==> src/rtl/id_stage_pkg.sv <==
// decode_table: shared opcode/funct encodings, ALU result-select and
// operation enums, and the ID/EX latch bundle used by the decode stage.
// Contents:
//   opcode_t / funct_t : MIPS primary opcode and SPECIAL funct codes
//   alu_sel_t          : result group selected in EX
//   alu_op_t           : operation within the group
//   id_ex_t            : registered ID/EX payload
//   REG_RA             : link register index for JAL
//   rtype_op()         : SPECIAL funct -> alu_op_t
package decode_table;

    typedef enum logic [5:0] {
        OP_SPECIAL = 6'h00,
        OP_J       = 6'h02,
        OP_JAL     = 6'h03,
        OP_BEQ     = 6'h04,
        OP_BNE     = 6'h05,
        OP_BGTZ    = 6'h07,
        OP_ADDIU   = 6'h09,
        OP_ANDI    = 6'h0C,
        OP_ORI     = 6'h0D,
        OP_XORI    = 6'h0E,
        OP_LUI     = 6'h0F,
        OP_PREF    = 6'h33
    } opcode_t;

    typedef enum logic [5:0] {
        FN_SLL  = 6'h00,
        FN_SRL  = 6'h02,
        FN_SRA  = 6'h03,
        FN_SLLV = 6'h04,
        FN_SRLV = 6'h06,
        FN_SRAV = 6'h07,
        FN_JR   = 6'h08,
        FN_MOVZ = 6'h0A,
        FN_MOVN = 6'h0B,
        FN_SYNC = 6'h0F,
        FN_MFHI = 6'h10,
        FN_MTHI = 6'h11,
        FN_MFLO = 6'h12,
        FN_MTLO = 6'h13,
        FN_ADDU = 6'h21,
        FN_AND  = 6'h24,
        FN_OR   = 6'h25,
        FN_XOR  = 6'h26,
        FN_NOR  = 6'h27
    } funct_t;

    typedef enum logic [2:0] {
        RES_NOP   = 3'd0,
        RES_LOGIC = 3'd1,
        RES_SHIFT = 3'd2,
        RES_MOVE  = 3'd3,
        RES_ARITH = 3'd4,
        RES_JUMP  = 3'd5
    } alu_sel_t;

    typedef enum logic [4:0] {
        NOP_OP  = 5'd0,
        AND_OP  = 5'd1,
        OR_OP   = 5'd2,
        XOR_OP  = 5'd3,
        NOR_OP  = 5'd4,
        LUI_OP  = 5'd5,
        ADDU_OP = 5'd6,
        SLL_OP  = 5'd7,
        SRL_OP  = 5'd8,
        SRA_OP  = 5'd9,
        MFHI_OP = 5'd10,
        MFLO_OP = 5'd11,
        MTHI_OP = 5'd12,
        MTLO_OP = 5'd13,
        MOVZ_OP = 5'd14,
        MOVN_OP = 5'd15,
        J_OP    = 5'd16,
        JAL_OP  = 5'd17,
        JR_OP   = 5'd18,
        BEQ_OP  = 5'd19,
        BNE_OP  = 5'd20,
        BGTZ_OP = 5'd21
    } alu_op_t;

    localparam logic [4:0] REG_RA = 5'd31;

    typedef struct packed {
        alu_sel_t    sel;
        alu_op_t     op;
        logic [31:0] opnd1;
        logic [31:0] opnd2;
        logic        we;
        logic [4:0]  waddr;
        logic [31:0] link_addr;
        logic        in_delay_slot;
    } id_ex_t;

    localparam id_ex_t ID_EX_RESET = '{
        sel:           RES_NOP,
        op:            NOP_OP,
        opnd1:         32'd0,
        opnd2:         32'd0,
        we:            1'b0,
        waddr:         5'd0,
        link_addr:     32'd0,
        in_delay_slot: 1'b0
    };

    function automatic alu_op_t rtype_op(input logic [5:0] funct);
        case (funct)
            FN_AND:           return AND_OP;
            FN_OR:            return OR_OP;
            FN_XOR:           return XOR_OP;
            FN_NOR:           return NOR_OP;
            FN_ADDU:          return ADDU_OP;
            FN_SLL, FN_SLLV:  return SLL_OP;
            FN_SRL, FN_SRLV:  return SRL_OP;
            FN_SRA, FN_SRAV:  return SRA_OP;
            FN_MFHI:          return MFHI_OP;
            FN_MFLO:          return MFLO_OP;
            FN_MTHI:          return MTHI_OP;
            FN_MTLO:          return MTLO_OP;
            FN_MOVZ:          return MOVZ_OP;
            FN_MOVN:          return MOVN_OP;
            FN_JR:            return JR_OP;
            default:          return NOP_OP;
        endcase
    endfunction

endpackage

==> src/rtl/id_stage_operand_forward.sv <==
// operand_forward: combinational source select for one register operand.
// Ports:
//   i_addr                              : register being read
//   i_rf_data                           : register-file read data
//   i_exf_we/i_exf_waddr/i_exf_wdata    : EX-stage result
//   i_memf_we/i_memf_waddr/i_memf_wdata : MEM-stage result
//   o_data                              : resolved operand
// r0 is hard zero and never forwarded; EX is younger than MEM and wins.
module operand_forward (
    input  logic [4:0]  i_addr,
    input  logic [31:0] i_rf_data,
    input  logic        i_exf_we,
    input  logic [4:0]  i_exf_waddr,
    input  logic [31:0] i_exf_wdata,
    input  logic        i_memf_we,
    input  logic [4:0]  i_memf_waddr,
    input  logic [31:0] i_memf_wdata,
    output logic [31:0] o_data
);

    always_comb begin
        o_data = i_rf_data;
        if (i_addr == 5'd0) begin
            o_data = '0;
        end else if (i_exf_we && (i_exf_waddr == i_addr)) begin
            o_data = i_exf_wdata;
        end else if (i_memf_we && (i_memf_waddr == i_addr)) begin
            o_data = i_memf_wdata;
        end
    end

endmodule

==> src/rtl/id_stage.sv <==
// id_stage: MIPS instruction-decode stage.
// Ports:
//   clk, rst (sync, active-high), stall
//   id_valid, id_pc, id_inst          : instruction from the IF/ID latch
//   rf_raddr1/2, rf_rdata1/2          : register-file read (rs, rt)
//   exf_*, memf_*                     : EX / MEM forwarding sources
//   branch_taken, branch_target       : combinational redirect to IF
//   ex_sel .. ex_in_delay_slot        : registered ID/EX latch
module id_stage
    import decode_table::*;
(
    input  logic        clk,
    input  logic        rst,
    input  logic        stall,
    input  logic        id_valid,
    input  logic [31:0] id_pc,
    input  logic [31:0] id_inst,
    output logic [4:0]  rf_raddr1,
    output logic [4:0]  rf_raddr2,
    input  logic [31:0] rf_rdata1,
    input  logic [31:0] rf_rdata2,
    input  logic        exf_we,
    input  logic [4:0]  exf_waddr,
    input  logic [31:0] exf_wdata,
    input  logic        memf_we,
    input  logic [4:0]  memf_waddr,
    input  logic [31:0] memf_wdata,
    output logic        branch_taken,
    output logic [31:0] branch_target,
    output alu_sel_t    ex_sel,
    output alu_op_t     ex_op,
    output logic [31:0] ex_opnd1,
    output logic [31:0] ex_opnd2,
    output logic        ex_we,
    output logic [4:0]  ex_waddr,
    output logic [31:0] ex_link_addr,
    output logic        ex_in_delay_slot
);

    logic [5:0]  w_opcode;
    logic [4:0]  w_rs, w_rt, w_rd, w_sa;
    logic [5:0]  w_funct;
    logic [15:0] w_imm;
    logic [31:0] w_a, w_b;
    logic [31:0] w_pc4, w_pc8, w_simm, w_zimm, w_br_target, w_j_target;
    id_ex_t      w_dec;
    logic        w_is_ctrl, w_cond;
    logic [31:0] w_target;

    id_ex_t      r_id_ex;
    logic        r_in_ds;

    assign w_opcode = id_inst[31:26];
    assign w_rs     = id_inst[25:21];
    assign w_rt     = id_inst[20:16];
    assign w_rd     = id_inst[15:11];
    assign w_sa     = id_inst[10:6];
    assign w_funct  = id_inst[5:0];
    assign w_imm    = id_inst[15:0];

    assign rf_raddr1 = w_rs;
    assign rf_raddr2 = w_rt;

    operand_forward u_fwd_rs (
        .i_addr       (w_rs),
        .i_rf_data    (rf_rdata1),
        .i_exf_we     (exf_we),
        .i_exf_waddr  (exf_waddr),
        .i_exf_wdata  (exf_wdata),
        .i_memf_we    (memf_we),
        .i_memf_waddr (memf_waddr),
        .i_memf_wdata (memf_wdata),
        .o_data       (w_a)
    );

    operand_forward u_fwd_rt (
        .i_addr       (w_rt),
        .i_rf_data    (rf_rdata2),
        .i_exf_we     (exf_we),
        .i_exf_waddr  (exf_waddr),
        .i_exf_wdata  (exf_wdata),
        .i_memf_we    (memf_we),
        .i_memf_waddr (memf_waddr),
        .i_memf_wdata (memf_wdata),
        .o_data       (w_b)
    );

    assign w_pc4       = id_pc + 32'd4;
    assign w_pc8       = id_pc + 32'd8;
    assign w_simm      = {{16{w_imm[15]}}, w_imm};
    assign w_zimm      = {16'd0, w_imm};
    assign w_br_target = w_pc4 + {w_simm[29:0], 2'b00};
    assign w_j_target  = {w_pc4[31:28], id_inst[25:0], 2'b00};

    always_comb begin
        w_dec     = ID_EX_RESET;
        w_is_ctrl = 1'b0;
        w_cond    = 1'b0;
        w_target  = '0;
        case (w_opcode)
            OP_SPECIAL: begin
                w_dec.op = rtype_op(w_funct);
                case (w_funct)
                    FN_AND, FN_OR, FN_XOR, FN_NOR, FN_ADDU: begin
                        w_dec.sel   = (w_funct == FN_ADDU) ? RES_ARITH : RES_LOGIC;
                        w_dec.opnd1 = w_a;
                        w_dec.opnd2 = w_b;
                        w_dec.we    = 1'b1;
                        w_dec.waddr = w_rd;
                    end
                    FN_SLL, FN_SRL, FN_SRA: begin
                        w_dec.sel   = RES_SHIFT;
                        w_dec.opnd1 = {27'd0, w_sa};
                        w_dec.opnd2 = w_b;
                        w_dec.we    = 1'b1;
                        w_dec.waddr = w_rd;
                    end
                    FN_SLLV, FN_SRLV, FN_SRAV: begin
                        w_dec.sel   = RES_SHIFT;
                        w_dec.opnd1 = {27'd0, w_a[4:0]};
                        w_dec.opnd2 = w_b;
                        w_dec.we    = 1'b1;
                        w_dec.waddr = w_rd;
                    end
                    FN_MFHI, FN_MFLO: begin
                        w_dec.sel   = RES_MOVE;
                        w_dec.we    = 1'b1;
                        w_dec.waddr = w_rd;
                    end
                    FN_MTHI, FN_MTLO: begin
                        w_dec.sel   = RES_MOVE;
                        w_dec.opnd1 = w_a;
                    end
                    FN_MOVZ, FN_MOVN: begin
                        // Write enable resolves here from the forwarded rt value.
                        w_dec.sel   = RES_MOVE;
                        w_dec.opnd1 = w_a;
                        w_dec.opnd2 = w_b;
                        w_dec.waddr = w_rd;
                        w_dec.we    = (w_funct == FN_MOVN) ? (w_b != '0) : (w_b == '0);
                    end
                    FN_JR: begin
                        w_dec.sel = RES_JUMP;
                        w_is_ctrl = 1'b1;
                        w_cond    = 1'b1;
                        w_target  = w_a;
                    end
                    default: begin
                        w_dec.op = NOP_OP;
                    end
                endcase
            end
            OP_J, OP_JAL: begin
                w_dec.sel = RES_JUMP;
                w_dec.op  = (w_opcode == OP_JAL) ? JAL_OP : J_OP;
                w_is_ctrl = 1'b1;
                w_cond    = 1'b1;
                w_target  = w_j_target;
                if (w_opcode == OP_JAL) begin
                    w_dec.we        = 1'b1;
                    w_dec.waddr     = REG_RA;
                    w_dec.link_addr = w_pc8;
                end
            end
            OP_BEQ, OP_BNE, OP_BGTZ: begin
                w_dec.sel = RES_JUMP;
                w_is_ctrl = 1'b1;
                w_target  = w_br_target;
                case (w_opcode)
                    OP_BEQ: begin
                        w_dec.op = BEQ_OP;
                        w_cond   = (w_a == w_b);
                    end
                    OP_BNE: begin
                        w_dec.op = BNE_OP;
                        w_cond   = (w_a != w_b);
                    end
                    default: begin
                        w_dec.op = BGTZ_OP;
                        w_cond   = !w_a[31] && (w_a != '0);
                    end
                endcase
            end
            OP_ADDIU: begin
                w_dec.sel   = RES_ARITH;
                w_dec.op    = ADDU_OP;
                w_dec.opnd1 = w_a;
                w_dec.opnd2 = w_simm;
                w_dec.we    = 1'b1;
                w_dec.waddr = w_rt;
            end
            OP_ANDI, OP_ORI, OP_XORI: begin
                w_dec.sel   = RES_LOGIC;
                w_dec.op    = (w_opcode == OP_ANDI) ? AND_OP :
                              (w_opcode == OP_ORI)  ? OR_OP  : XOR_OP;
                w_dec.opnd1 = w_a;
                w_dec.opnd2 = w_zimm;
                w_dec.we    = 1'b1;
                w_dec.waddr = w_rt;
            end
            OP_LUI: begin
                w_dec.sel   = RES_LOGIC;
                w_dec.op    = LUI_OP;
                w_dec.opnd2 = {w_imm, 16'd0};
                w_dec.we    = 1'b1;
                w_dec.waddr = w_rt;
            end
            default: begin
                w_dec.sel = RES_NOP;
            end
        endcase
        w_dec.in_delay_slot = r_in_ds;
    end

    assign branch_taken  = id_valid && !stall && w_is_ctrl && w_cond;
    assign branch_target = w_target;

    // The delay-slot flag advances only on accepted real instructions;
    // bubbles pass through without consuming the pending mark.
    always_ff @(posedge clk) begin
        if (rst) begin
            r_id_ex <= ID_EX_RESET;
            r_in_ds <= 1'b0;
        end else if (!stall) begin
            if (id_valid) begin
                r_id_ex <= w_dec;
                r_in_ds <= w_is_ctrl;
            end else begin
                r_id_ex <= ID_EX_RESET;
            end
        end
    end

    assign ex_sel           = r_id_ex.sel;
    assign ex_op            = r_id_ex.op;
    assign ex_opnd1         = r_id_ex.opnd1;
    assign ex_opnd2         = r_id_ex.opnd2;
    assign ex_we            = r_id_ex.we;
    assign ex_waddr         = r_id_ex.waddr;
    assign ex_link_addr     = r_id_ex.link_addr;
    assign ex_in_delay_slot = r_id_ex.in_delay_slot;

endmodule

==> config.mk <==
export PLATFORM = sky130hd
export DESIGN_NAME = id_stage
export DESIGN_NICKNAME = d
export VERILOG_FILES = /design/src/rtl/id_stage_pkg.sv /design/src/rtl/id_stage_operand_forward.sv /design/src/rtl/id_stage.sv
export SDC_FILE = /design/constraint.sdc
export NUM_CORES = 1
export LEC_CHECK = 0
export ABC_AREA = 1
export CORE_UTILIZATION = 48
export DETAILED_ROUTE_END_ITERATION = 8
export GPL_TIMING_DRIVEN = 0
export PLACE_DENSITY = 0.83
export SLEW_MARGIN = 20
export SYNTH_ARGS = -nofsm -noshare
export SYNTH_HDL_FRONTEND = slang
export SYNTH_SLANG_ARGS = --single-unit
==> constraint.sdc <==
create_clock -name clk -period 4.15 [get_ports clk]
set_clock_uncertainty 0.2 [all_clocks]
set_input_delay 0.415 -clock clk [delete_from_list [all_inputs] [get_ports clk]]
set_output_delay 0.415 -clock clk [all_outputs]
set_load 0.03 [all_outputs]
* After elaboration in Yosys (flattened, before gate mapping)
Memory sizes are Yosys's and may differ from the RTL's. Index checks and enable logic that the tools add are counted.
Word-level totals: register bits after elaboration 112, latch bits 0, RAM bits 0, bits in read-only memories 320, input port bits 208, output and inout port bits 154, logic and storage cells 113, memories 1
Memories:
- (no name shown) | words 64, bits a word 5, rd ports 1, clocked after Yosys merged registers in 0, wr ports 0, line id_stage_pkg.sv:108 | case (funct)
Operators by class: add/subtract/negate cells 3, multiply operators 0, divide/modulo/power cells 0, $lt $le $gt $ge 0, equal/unequal tests 33, shift-type cells 0, mux-type cells 31, bitwise gates (word level) 1, reduce and logical (&&, ||, !) cells 35
Operators by type and width (count):
- $mux W32 | 9
- $pmux W32 S3 | 2
- $pmux W32 S4 | 1
- $mux W111 | 1
- $pmux W32 S2 | 1
- $reduce_bool A32 Y1 | 2
- $eq A6 B4 Y1 const B | 8
- $mux W38 | 1
- $eq A6 B3 Y1 const B | 6
- $add A32 B3 Y32 const B | 1
- $add A32 B32 Y32 | 1
- $add A32 B4 Y32 const B | 1
- $eq A32 B32 Y1 | 1
- $logic_not A32 Y1 | 1
- $ne A32 B32 Y1 | 1
- $eq A6 B6 Y1 const B | 5
- $pmux W5 S6 | 1
- $reduce_or A13 Y1 | 2
- $eq A6 B2 Y1 const B | 4
- $eq A6 B5 Y1 const B | 4
- $pmux W3 S4 | 2
- $eq A5 B5 Y1 | 4
- $pmux W6 S3 | 1
- $reduce_or A18 Y1 | 1
- other kinds (20) | 42

* Logic depth before layout (Yosys ltp)
word-level depth 10, depth in mapped cells 21, mapped depth without buffers 20

* Hierarchy
From an unflattened synthesis, not the netlist that was laid out.
Unflattened totals: cells, all modules 2218, area, all modules 12532.0 µm²
Modules (own cells, without submodules):
- id_stage | times used 1, cells each 1620, area each 9709.3 µm², sequential area each 2242.2 µm²
- operand_forward | times used 2, cells each 299, area each 1411.4 µm², sequential area each 0.0 µm²

* Worst setup path after synthesis
No wires, ideal clock.
path type input to output, start point input id_pc[3], end point output branch_target[28], data arrival time 3.393 ns, required time 3.535 ns, setup slack 0.142 ns, stages on the path 17, buffers on the path 0, cell sequence ha_1 inv_1 nor3_1 nand2_1 nor2_1 nand2_1 xor2_1 o21ai_0 inv_1 ha_1 nand2_1 nor4_1 a21oi_1 o21ai_1 a21boi_0 xor2_1 o21bai_1
Between the ends: word-level cells in the longest chain between the ends 3
Ends and longest elaborated chain:
- start, declared | line id_stage.sv:16 | input logic [31:0] id_pc,
- $add A32 B3 Y32 (*) | line id_stage.sv:88 | assign w_pc4 = id_pc + 32'd4;
- $add A32 B32 Y32 | line id_stage.sv:92 | assign w_br_target = w_pc4 + {w_simm[29:0], 2'b00};
- $pmux W32 S3 (*) | line id_stage.sv:100 | case (w_opcode)
- end, declared | line id_stage.sv:29 | output logic [31:0] branch_target,
Every way passes the cells marked *; elsewhere a longest branch is shown, timed or not.

* Worst setup path after layout
start point input id_pc[11], end point output branch_target[17]
Between the ends: word-level cells in the longest chain between the ends 3
Ends and longest elaborated chain (line):
- $add A32 B3 Y32 | id_stage.sv:88
- $add A32 B32 Y32 | id_stage.sv:92
- $pmux W32 S3 | id_stage.sv:100
Every way passes these cells.

==> flow_metrics.py <==
metrics = {
    "layout": {
        "final_nets": 2584,
        "syn2layout_area_growth_pct": 46.1,
        "drive_above_1_share": 0.148,
        "finish.instance_area_sq_um": 16400,
        "diodes": 0,
    },
    "synthesis": {
        "synthArstFlopShare": 0,
        "avgSynthCellArea_sq_um": 5.83,
        "synth_common_cells": "nand2_1 (578), nor2_1 (245), a21oi_1 (171), inv_1 (151), nand3_1 (126)",
        "seq_area_frac_synth": 0.199,
        "syn_area_sq_um": 11200,
        "synth_fp_nets": 2176,
        "synth.most_common_cell": "nand2_1",
        "syn-instance-count": 1931,
        "yosysWarnings": 0,
        "synth-main-ff-cell": "dfxtp_1",
        "synth_edf_count": 0,
        "yosys-top-cells-area": "dfxtp_1 (20%), nand2_1 (19%), nor2_1 (8.2%), a21oi_1 (7.6%), nand3_1 (5.6%)",
        "ys_seq_elements": 112,
        "yosysUniqueCellTypes": 48,
        "yosysTopAreaCell": "dfxtp_1",
        "synth_top_area_share": 0.199,
    },
    "sta": {
        "min_period_ns": 4.17,
        "relSlewSlack": 0.338,
        "worst_slack_ns": -0.0249,
        "finalHoldViolCount": 0,
        "rsz0062_at_grt": "true",
        "final.period_utilization": 1.01,
        "setup_viol_count_final": 3,
        "timing.fmax_ghz": 0.240,
        "worstMarginPinSlew_ns": 0.992,
        "setup-tns-final_ns": -0.0475,
        "finalMaxSlewViolations": 0,
    },
    "global_route": {
        "grt_pass1_wl_um": 85800,
        "grt_max_degree": 22,
        "track_usage": 0.469,
        "grt-ovfl-total": 0,
        "grt_pass1_vias": 14900,
        "antenna_found_initial": 0,
    },
    "power": {
        "netSwitchingFraction": 0.402,
        "comb_power_share": 0.407,
        "clkPwrFrac": 0.275,
        "power_frac_seq": 0.318,
        "ir_drop_v": 0.000196,
        "p_per_area_nw_per_um2": 206,
        "p_int_mw": 2.03,
        "power.switching_mw": 1.36,
        "p_total_mw": 3.39,
        "p_leak_nw": 7.04,
    },
    "min_path": {
        "hold_class": "input port to flip-flop",
        "min_from": "id_pc[2]",
        "hold_end": "ex_link_addr[2]",
        "hold-path-cell-count": 3,
    },
    "setup_path": {
        "crit_fanout": 5,
        "critical_path_required_ns": 3.53,
        "crit_chain": "dlygate4sd2_1 -> nand2_2 -> nor2_1 -> nand4_1 -> nor2_2 -> buf_4 -> xor2_2 -> ha_2 -> nand2_2 -> nor2_1 -> nand2_1 -> o211ai_1 -> a31oi_1 -> o21ai_1 -> a21oi_1 -> o21ai_0 -> o221ai_2 -> buf_2",
        "path_class": "input port to output pin",
        "cp.arrival_ns": 3.56,
        "reg2reg_from": "ex_opnd1[4]",
        "max_stage_delay_ns": 0.38,
        "cp-start-kind": "input port",
        "rrSetupSlack_ns": 3.13,
        "slowest_stage": "ha_2",
        "crit_path_end_kind": "output pin",
        "timing.rr.end": "ex_opnd1[4]",
        "r2r_cells": 2,
    },
    "die": {
        "io_pins": 362,
        "start_util": 0.494,
        "die_y_um": 155,
        "coreArea_sq_um": 22800,
        "die-area_sq_um": 24000,
        "die_width_um": 155,
        "rows": 55,
    },
    "routing": {
        "drc_errors": 0,
        "num_vias": 16400,
        "drt_first_pass_iters": 6,
        "drt-initial-drc-count": 2347,
        "drt-total-wl_um": 59100,
        "postRouteAntennaNets": 0,
        "via_per_inst": 6.16,
        "wl_per_cell_um": 22.2,
    },
    "place": {
        "finalWeightedCongestion": 1.12,
        "hpwl_um": 46400,
        "numPortBuffers": 360,
        "placed_area_sq_um": 15200,
    },
    "clock_tree": {
        "cts-root-buf": "clkbuf_16",
        "insertion_delay_ns": 0.37,
        "cts_buffers": 9,
        "htree_levels": 3,
        "cts.clk_slew.worst_paths_ns": 0.09,
        "cts_sinks": 112,
        "cts_max_path_buffers": 2,
        "cts_tree": "done",
    },
    "flow_run": {
        "drv_cap": 0,
    },
    "outcome": {
        "status": "finished, violations left",
        "violations": "setup timing",
    },
}
[critical path: cells and delay by family]
family / cells / cell delay (ns)
simple gates: 7 / 1.07
compound gates: 6 / 0.95
buf+inv: 3 / 0.67
fa+ha+maj: 1 / 0.38
xor+xnor: 1 / 0.06
[per-layer routing]
metal | global-route usage | wire length (um) | part of all wire | vias up
li1 | - | - | - | 7285
met1 | 0.547 | 20500 | 0.35 | 7313
met2 | 0.752 | 25800 | 0.44 | 1424
met3 | 0.124 | 7950 | 0.13 | 357
met4 | 0.324 | 4910 | 0.083 | 0
met5 | 0 | 0 | 0 | -
[flip-flops by register name (all words and copies together), names as in the netlist]
signal	count
r_in_ds	1
ex_sel	3
ex_we	1
ex_waddr	5
ex_opnd1	32
ex_opnd2	32
ex_link_addr	32
ex_op	5
ex_in_delay_slot	1
[logic make-up after synthesis]
family	count (synthesis)	synth area share
xor gates and xnor gates	49	0.0382
adders and majority gates	37	0.0418
AOI/OAI and AO/OA	334	0.176
buffers and inverters	267	0.104
and+or+nand+nor	1132	0.441
DFF	112	0.199
[worst max-delay path by stage]
stage                         start           endpoint  depth (start not counted)
after floorplan            id_pc[3]  branch_target[28]                         17
after global placement     id_pc[2]  branch_target[29]                         21
after detailed placement   id_pc[2]  branch_target[29]                         21
after CTS                  id_pc[4]  branch_target[13]                         16
after global routing      id_pc[11]  branch_target[29]                         20
final                     id_pc[11]  branch_target[17]                         18
[metrics by stage]
step           instances  utilization  hold WS [ns]  worst slack (ns)
6_report            2657        0.722         0.156           -0.0249
3_5_place_dp        2604        0.669         0.255             -1.54
4_1_cts             2642        0.705         0.194           0.00337
2_1_floorplan       1931            -         0.240             0.142
3_3_place_gp        2604        0.669         0.253             -1.56
5_1_grt             2657        0.722         0.155            -0.114
[layout by cell type, fill, tap and decap left out, types with 14 or more instances in the layout]
cell and count:
a21oi_1 157, inv_1 142, nand2_1 543, buf_2 30, inv_2 20, nor3_1 17, nand3_1 123, nand4_1 90
buf_4 62, nor2_1 229, xnor2_1 14, o22ai_1 22, o21ai_0 31, dfxtp_1 112, clkdlybuf4s50_1 287, ha_1 21
dlygate4sd2_1 15, dlymetal6s2s_1 14, clkbuf_1 34, o21ai_1 18, o221ai_1 42, nand2_2 44, xor2_1 32, clkbuf_2 26
[layout make-up]
class / instances / area, sq um
clock inverters: 6 / 71.3
fillers: 1913 / 6340
well taps: 313 / 392
plain buffers: 100 / 571
repair buffers: 396 / 3740
flip-flops and latches: 112 / 2240
clock buffers: 10 / 239
inverters: 167 / 636
multi-input cells: 1553 / 8540
[timing repair]
| item | CTS | global route |
|---|---|---|
| resized for setup | 246 | 155 |
| endpoints found under the setup margin | 33 | 32 |
| endpoints found under the hold margin | 0 | 0 |
| pin swaps | 24 | 27 |
| hold buffers | 0 | 0 |
| cloned | 0 | 1 |
| buffers inserted | 22 | 14 |
[power groups by stage]
stage	logic, mW	clock network [mW]	registers [mW]
after CTS	1.25	0.931	1.08
after global placement	1.19	0	1.10
after detailed placement	1.20	0	1.10
after global routing	1.45	0.966	1.08
after floorplan	0.651	0	1.11
final	1.38	0.931	1.08
Note: power is estimated with default switching activity, not from simulation.
